## src/rtl/tx_symbol_serializer_if.sv

```systemverilog
// Symbol handshake between the 8b/10b encoder (master) and the lane
// serializer (slave). A symbol moves when symbol_valid_i and symbol_ready_o
// are both high on a rising clock edge.
interface tx_symbol_serializer_if #(
    parameter int SYM_W = 10
);
    logic [SYM_W-1:0] symbol_i;
    logic             symbol_valid_i;
    logic             symbol_ready_o;

    modport master (
        output symbol_i,
        output symbol_valid_i,
        input  symbol_ready_o
    );

    modport slave (
        input  symbol_i,
        input  symbol_valid_i,
        output symbol_ready_o
    );
endinterface

```

## src/rtl/tx_symbol_serializer.sv

```systemverilog
// Lane serializer: takes encoded symbols over a valid/ready handshake and
// shifts them out LSB-first, one bit per clock. A single holding register
// behind the shift register lets the encoder run one symbol ahead, so symbols
// delivered back-to-back leave the lane without gaps. If nothing is available
// at a symbol boundary the filler symbol is sent instead and counted.
module tx_symbol_serializer #(
    parameter int               SYM_W       = 10,
    parameter logic [SYM_W-1:0] IDLE_SYMBOL = 10'h17C,
    parameter int               CNT_W       = 16
) (
    input  logic                 clk_i,
    input  logic                 rst_ni,
    input  logic                 tx_en_i,
    tx_symbol_serializer_if.slave sym_if,
    output logic                 tx_bit_o,
    output logic                 tx_bit_valid_o,
    output logic                 sym_start_o,
    output logic                 underrun_o,
    output logic [CNT_W-1:0]     underrun_cnt_o
);
    localparam int             BC_W     = (SYM_W > 1) ? $clog2(SYM_W) : 1;
    localparam logic [BC_W-1:0] LAST_BIT = BC_W'(SYM_W - 1);

    typedef enum logic {
        ST_IDLE = 1'b0,
        ST_RUN  = 1'b1
    } state_t;

    state_t           r_state;
    state_t           w_state_next;
    logic [BC_W-1:0]  r_bit_cnt;
    logic [BC_W-1:0]  w_bit_cnt_next;
    logic [SYM_W-1:0] r_shift;
    logic [SYM_W-1:0] w_shift_next;
    logic [SYM_W-1:0] r_hold;
    logic [SYM_W-1:0] w_hold_next;
    logic             r_hold_full;
    logic             w_hold_full_next;
    logic             r_sym_start;
    logic             w_sym_start_next;
    logic             r_underrun;
    logic             w_underrun_next;
    logic [CNT_W-1:0] r_underrun_cnt;
    logic [CNT_W-1:0] w_underrun_cnt_next;

    logic             w_sym_end;
    logic             w_load;
    logic             w_ready;
    logic             w_accept;
    logic [SYM_W-1:0] w_load_sym;
    logic             w_filler;

    // The last bit of a symbol is on the lane; the next one is chosen now.
    assign w_sym_end = (r_state == ST_RUN) && (r_bit_cnt == LAST_BIT);
    // A new symbol enters the shift register when starting up, or at a
    // boundary while the lane stays enabled. A disabled boundary just stops.
    assign w_load    = tx_en_i && ((r_state == ST_IDLE) || w_sym_end);
    // On a load cycle the hold register is being emptied, so it can be
    // refilled in the same cycle even if it is currently full.
    assign w_ready   = !r_hold_full || w_load;
    assign w_accept  = sym_if.symbol_valid_i && w_ready;

    assign sym_if.symbol_ready_o = w_ready;

    // Next-state, symbol selection and hold-register bookkeeping.
    always_comb begin
        w_state_next        = r_state;
        w_bit_cnt_next      = r_bit_cnt;
        w_shift_next        = r_shift;
        w_hold_next         = r_hold;
        w_hold_full_next    = r_hold_full;
        w_sym_start_next    = 1'b0;
        w_underrun_next     = 1'b0;
        w_underrun_cnt_next = r_underrun_cnt;
        w_load_sym          = IDLE_SYMBOL;
        w_filler            = 1'b0;

        // Oldest data first: the held symbol beats a newly offered one,
        // which may only bypass the hold when the hold is empty.
        if (w_load) begin
            if (r_hold_full) begin
                w_load_sym       = r_hold;
                w_hold_full_next = w_accept;
                if (w_accept) begin
                    w_hold_next = sym_if.symbol_i;
                end
            end else if (w_accept) begin
                w_load_sym = sym_if.symbol_i;
            end else begin
                w_filler = 1'b1;
            end
        end else if (w_accept) begin
            w_hold_next      = sym_if.symbol_i;
            w_hold_full_next = 1'b1;
        end

        if (w_load) begin
            w_state_next     = ST_RUN;
            w_bit_cnt_next   = '0;
            w_shift_next     = w_load_sym;
            w_sym_start_next = 1'b1;
            w_underrun_next  = w_filler;
            if (w_filler && !(&r_underrun_cnt)) begin
                w_underrun_cnt_next = r_underrun_cnt + CNT_W'(1);
            end
        end else if (r_state == ST_RUN) begin
            if (w_sym_end) begin
                // Lane was disabled during this symbol: stop cleanly, keep hold.
                w_state_next   = ST_IDLE;
                w_bit_cnt_next = '0;
                w_shift_next   = '0;
            end else begin
                w_bit_cnt_next = r_bit_cnt + BC_W'(1);
                w_shift_next   = r_shift >> 1;
            end
        end
    end

    // State and datapath registers; reset discards any partial or held symbol.
    always_ff @(posedge clk_i or negedge rst_ni) begin
        if (!rst_ni) begin
            r_state        <= ST_IDLE;
            r_bit_cnt      <= '0;
            r_shift        <= '0;
            r_hold         <= '0;
            r_hold_full    <= 1'b0;
            r_sym_start    <= 1'b0;
            r_underrun     <= 1'b0;
            r_underrun_cnt <= '0;
        end else begin
            r_state        <= w_state_next;
            r_bit_cnt      <= w_bit_cnt_next;
            r_shift        <= w_shift_next;
            r_hold         <= w_hold_next;
            r_hold_full    <= w_hold_full_next;
            r_sym_start    <= w_sym_start_next;
            r_underrun     <= w_underrun_next;
            r_underrun_cnt <= w_underrun_cnt_next;
        end
    end

    // The shift register is cleared whenever the lane is idle, so its LSB
    // doubles as the registered serial output.
    assign tx_bit_o       = r_shift[0];
    assign tx_bit_valid_o = (r_state == ST_RUN);
    assign sym_start_o    = r_sym_start;
    assign underrun_o     = r_underrun;
    assign underrun_cnt_o = r_underrun_cnt;
endmodule

```

## src/flat_wrapper.sv

```systemverilog
// flat-port wrapper written by rule: the top's interface ports become plain ports
module tx_symbol_serializer_flat 
#(
    parameter int               SYM_W       = 10,
    parameter logic [SYM_W-1:0] IDLE_SYMBOL = 10'h17C,
    parameter int               CNT_W       = 16
)
  (clk_i, rst_ni, tx_en_i, tx_bit_o, tx_bit_valid_o, sym_start_o, underrun_o, underrun_cnt_o, sym_if_symbol_i, sym_if_symbol_valid_i, sym_if_symbol_ready_o);
  tx_symbol_serializer_if #(.SYM_W(SYM_W)) sym_if_i ();
  input  logic clk_i;
  input  logic rst_ni;
  input  logic tx_en_i;
  output logic tx_bit_o;
  output logic tx_bit_valid_o;
  output logic sym_start_o;
  output logic underrun_o;
  output logic [CNT_W-1:0] underrun_cnt_o;
  input wire logic [$bits(sym_if_i.symbol_i)-1:0] sym_if_symbol_i;
  input wire logic [$bits(sym_if_i.symbol_valid_i)-1:0] sym_if_symbol_valid_i;
  output wire logic [$bits(sym_if_i.symbol_ready_o)-1:0] sym_if_symbol_ready_o;
  assign sym_if_i.symbol_i = sym_if_symbol_i;
  assign sym_if_i.symbol_valid_i = sym_if_symbol_valid_i;
  assign sym_if_symbol_ready_o = sym_if_i.symbol_ready_o;
  tx_symbol_serializer #(.SYM_W(SYM_W), .IDLE_SYMBOL(IDLE_SYMBOL), .CNT_W(CNT_W)) u_core (.clk_i(clk_i), .rst_ni(rst_ni), .tx_en_i(tx_en_i), .sym_if(sym_if_i), .tx_bit_o(tx_bit_o), .tx_bit_valid_o(tx_bit_valid_o), .sym_start_o(sym_start_o), .underrun_o(underrun_o), .underrun_cnt_o(underrun_cnt_o));
endmodule
```

## config.mk

```make
export PLATFORM = sky130hd
export DESIGN_NAME = tx_symbol_serializer_flat
export DESIGN_NICKNAME = d
export VERILOG_FILES = /design/src/rtl/tx_symbol_serializer_if.sv /design/src/rtl/tx_symbol_serializer.sv /design/src/flat_wrapper.sv
export SDC_FILE = /design/constraint.sdc
export NUM_CORES = 1
export LEC_CHECK = 0
export CAP_MARGIN = 20
export CORE_UTILIZATION = 35
export CTS_CLUSTER_SIZE = 14
export DETAILED_ROUTE_END_ITERATION = 6
export PLACE_DENSITY = 0.63
export SYNTH_ARGS = -nofsm -noshare
export SYNTH_HDL_FRONTEND = slang
export SYNTH_SLANG_ARGS = --single-unit
```

## constraint.sdc

```tcl
create_clock -name clk_i -period 2.4 [get_ports clk_i]
set_input_delay 0.24 -clock clk_i [delete_from_list [all_inputs] [get_ports clk_i]]
set_output_delay 0.24 -clock clk_i [all_outputs]
set_load 0.02 [all_outputs]
```

==> flow_results.org <==
** Logic synthesis
- Averaged over all synthesized cells, the footprint is 11.7 um^2.
- Area of the mapped netlist :: 2080 um^2
- Synth cell types :: 43
- Register bit total from synthesis :: 44
- Synth Net Count :: 195
- For this run, the register share of the synthesized area comes to 53.0%.
- Number of warnings issued by yosys :: 0
- Synthesis produced a netlist whose cell count is 178.

** Timing
- At the pin with the least slew margin, the transition time is 0.562 ns.
- Post-layout min period :: 2.20 ns
- Post-route worst hold slack :: 0.464 ns
- Slew headroom :: 62.5%
- Number of hold violations in the final report :: 0
- Total Neg Setup Slack :: 0 ns
- The max-slew violation count came to 0.
- Ratio of final minimum period to clock period :: 91.5%
- For this run, the top clock speed supported by timing is 455 MHz.
- Setup repair after global routing left no endpoint under its margin.
- Setup violations remaining at the end of the flow were counted as 0.
- Maximum clock skew at final layout :: 0.0117 ns

** Setup path
- The worst register-to-register path ends at u_core.r_hold[1].
- Kind of cell with the highest combined delay on the critical path :: buffers and inverters
- Cell with the largest stage delay on the worst path :: sky130_fd_sc_hd__clkdlybuf4s50_1
- Flop-to-flop setup slack :: 0.49 ns
- Launch point of the critical path :: u_core.r_bit_cnt[1]
- Together, buffers and inverters on the worst path number 2.
- Critical path start-end classification :: reg2out
- The startpoint identified for the worst register-to-register timing path is u_core.r_bit_cnt[0].
- Required @ worst endpoint :: 2.16 ns
- List of cells traversed by the critical path :: inv_1 -> ha_1 -> nand4b_1 -> nand3_1 -> clkdlybuf4s50_1
- In this design, the stage delay of the slowest critical-path cell is 0.62 ns.
- WP data arrival :: 1.96 ns
- The worst setup path is launched from a flip-flop.
- Crit path to :: sym_if_symbol_ready_o
- Critical-path maximum fanout :: 5
- Counting cells, the worst reg-to-reg path comes to 5.
- Stages on the worst setup path :: 5
- The worst setup path is captured at an output pin.

** Drt
- Routed WL per cell :: 14.4 um
- In this run, the number of DRC markers left after iteration 0 of detailed routing was 103.
- In this run the remaining antenna-violating nets after routing total 0.
- The pre-antenna-repair detailed-routing pass consisted of 4 iterations.
- The detailed router placed 1545 vias in this run.
- Sum of routed wire length over all layers :: 4.19 mm
- Using the TritonRoute via totals, the vias-per-cell ratio works out to 5.33.
- After detailed routing, the number of remaining DRC violations is 0.

** Floorplan
- Die Y-Extent :: 79.1 um
- Effective utilization at floorplan :: 37.1%
- Core Box Area :: 5610 um^2
- Floorplan die width :: 79.1 um
- The floorplan step defined a die boundary enclosing 6250 um^2.
- Number of standard-cell rows in the floorplan :: 27
- Boundary pin count :: 35

** Global route
- First-pass GRT wire length :: 7.21 mm
- The via count of the first global-routing pass is 1502.
- In the global route stage, overall resource usage came out at 15.2%.
- Number of antenna violations at the first check in global routing :: 0
- Entering global routing, the biggest net connects 26 pins.
- After global routing the overflow that remains totals 0.

** Finish
- The number of antenna diodes in the final layout is 0.
- Final instance area :: 2620 um^2
- Cells with a size suffix above 1 make up 10.6% of the layout.
- In the final design database the tool counted 236 nets.
- Measured on the finished design, the core utilization comes to 46.7%.
- Syn-to-layout area delta :: 25.9%

** Placement
- Input and output buffers added on the ports amount to 34.
- Routability congestion estimate :: 0.802
- The wire-length estimate of the detail-placed layout is 3.06 mm.
- The placed instances occupy a cell area of 2510 um^2.

** Clock network
- The clock passes through at most 2 buffers.
- TritonCTS built the clock tree.
- Clock Latency Late Sink :: 0.30 ns
- After clock tree synthesis, the clock-pin slew on the worst setup and hold paths is 0.09 ns.
- In this run, CTS created clock tree buffers numbering 5.
- H-Tree Depth :: 2
- The tree is rooted in a sky130_fd_sc_hd__clkbuf_8.
- Clock tree sinks :: 44

** Power and ir drop
- Leakage dissipation :: 1.10 nW
- Switching component of the power :: 0.701 mW
- The clock network accounts for 24.0% of the total power.
- Of the total power, combinational logic draws 27.8%.
- Cell internal power was estimated by the tool at 1.57 mW.
- Maximum vdd ir drop :: 0.376 mV
- In this run switching power makes up 30.9% of total power.
- Power per standard cell area :: 867 nW/um^2
- Sequential share of power :: 48.2%

** Hold path
- In this run the worst hold path is classified as in2async.

** Run status
- Result of the run :: finished clean

** Flow run
- Max-cap violations :: 0
## cell type report
type / instances / area (um^2)
clock inverters: 1 / 30.0
inverters: 8 / 30.0
multi-input cells: 120 / 915
well taps: 72 / 90.1
clock buffers: 5 / 68.8
repair buffers: 40 / 383
flip-flops and latches: 44 / 1100
fillers: 555 / 2990
## sequential cells by signal (all words and copies together) (netlist names)
signal	cells
u_core.sym_start_o	1
u_core.underrun_o	1
u_core.r_hold_full	1
u_core.r_hold	10
u_core.tx_bit_valid_o	1
u_core.r_shift	10
u_core.underrun_cnt_o	16
u_core.r_bit_cnt	4
## power by group through the flow
stage / Sequential (mW) / Clock [mW] / Combinational, mW
2_1_floorplan: 1.10 / 0 / 0.400
5_1_grt: 1.12 / 0.585 / 0.717
4_1_cts: 1.09 / 0.556 / 0.642
6_report: 1.09 / 0.544 / 0.631
3_3_place_gp: 1.10 / 0 / 0.620
3_5_place_dp: 1.11 / 0 / 0.639
## stage by stage
stage | setup slack [ns] | power [mW] | std cells
final | 0.204 | 2.27 | 290
after detailed placement | 0.323 | 1.75 | 283
after CTS | 0.193 | 2.29 | 290
after global placement | 0.343 | 1.72 | 283
after global routing | 0.0612 | 2.43 | 290
after floorplan | 0.610 | 1.50 | 178
## worst register-to-register path, stage by stage, from the launching register on
cell and delay (ns):
sky130_fd_sc_hd__dfrtp_1 0.43, sky130_fd_sc_hd__ha_1 0.23, sky130_fd_sc_hd__and3b_1 0.22, sky130_fd_sc_hd__o211ai_1 0.20, sky130_fd_sc_hd__nand3_2 0.28, sky130_fd_sc_hd__mux2_1 0.41
## synthesized netlist by cell type, drive strengths merged
| cell type | n | share of area [%] |
|---|---|---|
| o211ai | 1 | 0.36 |
| nand4b | 1 | 0.42 |
| nor3 | 3 | 1.3 |
| nor2 | 6 | 1.1 |
| and3b | 1 | 0.42 |
| xnor2 | 10 | 4.2 |
| clkbuf | 3 | 0.54 |
| or4 | 1 | 0.36 |
| nand2 | 9 | 1.6 |
| a211o | 1 | 0.42 |
| a21oi | 2 | 0.48 |
| nand3 | 7 | 1.9 |
| o22ai | 6 | 1.8 |
| o21ai | 13 | 3.1 |
| inv | 8 | 1.4 |
| a22oi | 13 | 4.7 |
| mux2 | 12 | 6.5 |
| xor2 | 5 | 2.1 |
| or2 | 2 | 0.60 |
| ha | 3 | 1.8 |
| a2111oi | 1 | 1.3 |
| nor4 | 1 | 0.60 |
| a21o | 1 | 0.36 |
| buf | 3 | 1.0 |
| o31ai | 1 | 0.36 |
| nand4 | 10 | 3.7 |
| nand2b | 1 | 0.30 |
| a211oi | 2 | 0.72 |
| maj3 | 1 | 0.48 |
| nor2b | 1 | 0.30 |
| nor4b | 2 | 1.4 |
| and3 | 2 | 0.66 |
| mux2i | 1 | 0.48 |
| dfrtp | 44 | 53 |
## routing by layer
metal | up-vias | global-route usage, % | wire (um)
met5 | - | 0 | 0
met4 | 0 | 6.00 | 70
met3 | 6 | 3.56 | 147
met2 | 29 | 22.8 | 1940
met1 | 772 | 21.1 | 2030
li1 | 738 | - | -
## repair_timing
action / 4_1_cts / 5_1_grt
gates resized for setup: 0 / 0
hold buffers: 1 / 0
hold endpoints to repair: 24 / 0
buffers inserted: 0 / 0
## cells in the final DEF (no fill, tap or decap), drive strengths merged, types with 2 or more instances in the layout
master,Yosys,routed
nand4,10,10
xor2,5,5
inv,8,8
nor3,3,3
buf,3,6
dfrtp,44,44
nand2,9,9
xnor2,10,10
o22ai,6,6
clkdlybuf4s50,0,33
mux2,12,12
nor2,6,6
nand3,7,7
clkbuf,3,5
nor4b,2,2
o21ai,13,13
a21oi,2,2
a22oi,13,13
and3,2,2
a211oi,2,2
or2,2,2
ha,3,3
## worst min path at each step
stage                              from                        end  cells past startpoint
5_1_grt        u_core.underrun_cnt_o[4]   u_core.underrun_cnt_o[4]                      1
3_5_place_dp                     rst_ni  u_core.underrun_cnt_o[14]                      1
3_3_place_gp                     rst_ni  u_core.underrun_cnt_o[14]                      1
6_report                         rst_ni  u_core.underrun_cnt_o[15]                      2
4_1_cts                          rst_ni  u_core.underrun_cnt_o[15]                      2
2_1_floorplan                    rst_ni        u_core.r_bit_cnt[0]                      0
## cell families (layout without fill, tap and decap cells)
kind of cell    after synthesis  in the layout  synth area share, %
compound gates               41             41                 13.7
mux                          13             13                 6.98
buf+inv                      14             54                 3.01
simple gates                 47             47                 14.8
flops                        44             44                 53.0
xor+xnor                     15             15                 6.32
fa+ha+maj                     4              4                 2.29
Power figures use the tool's default switching activity.
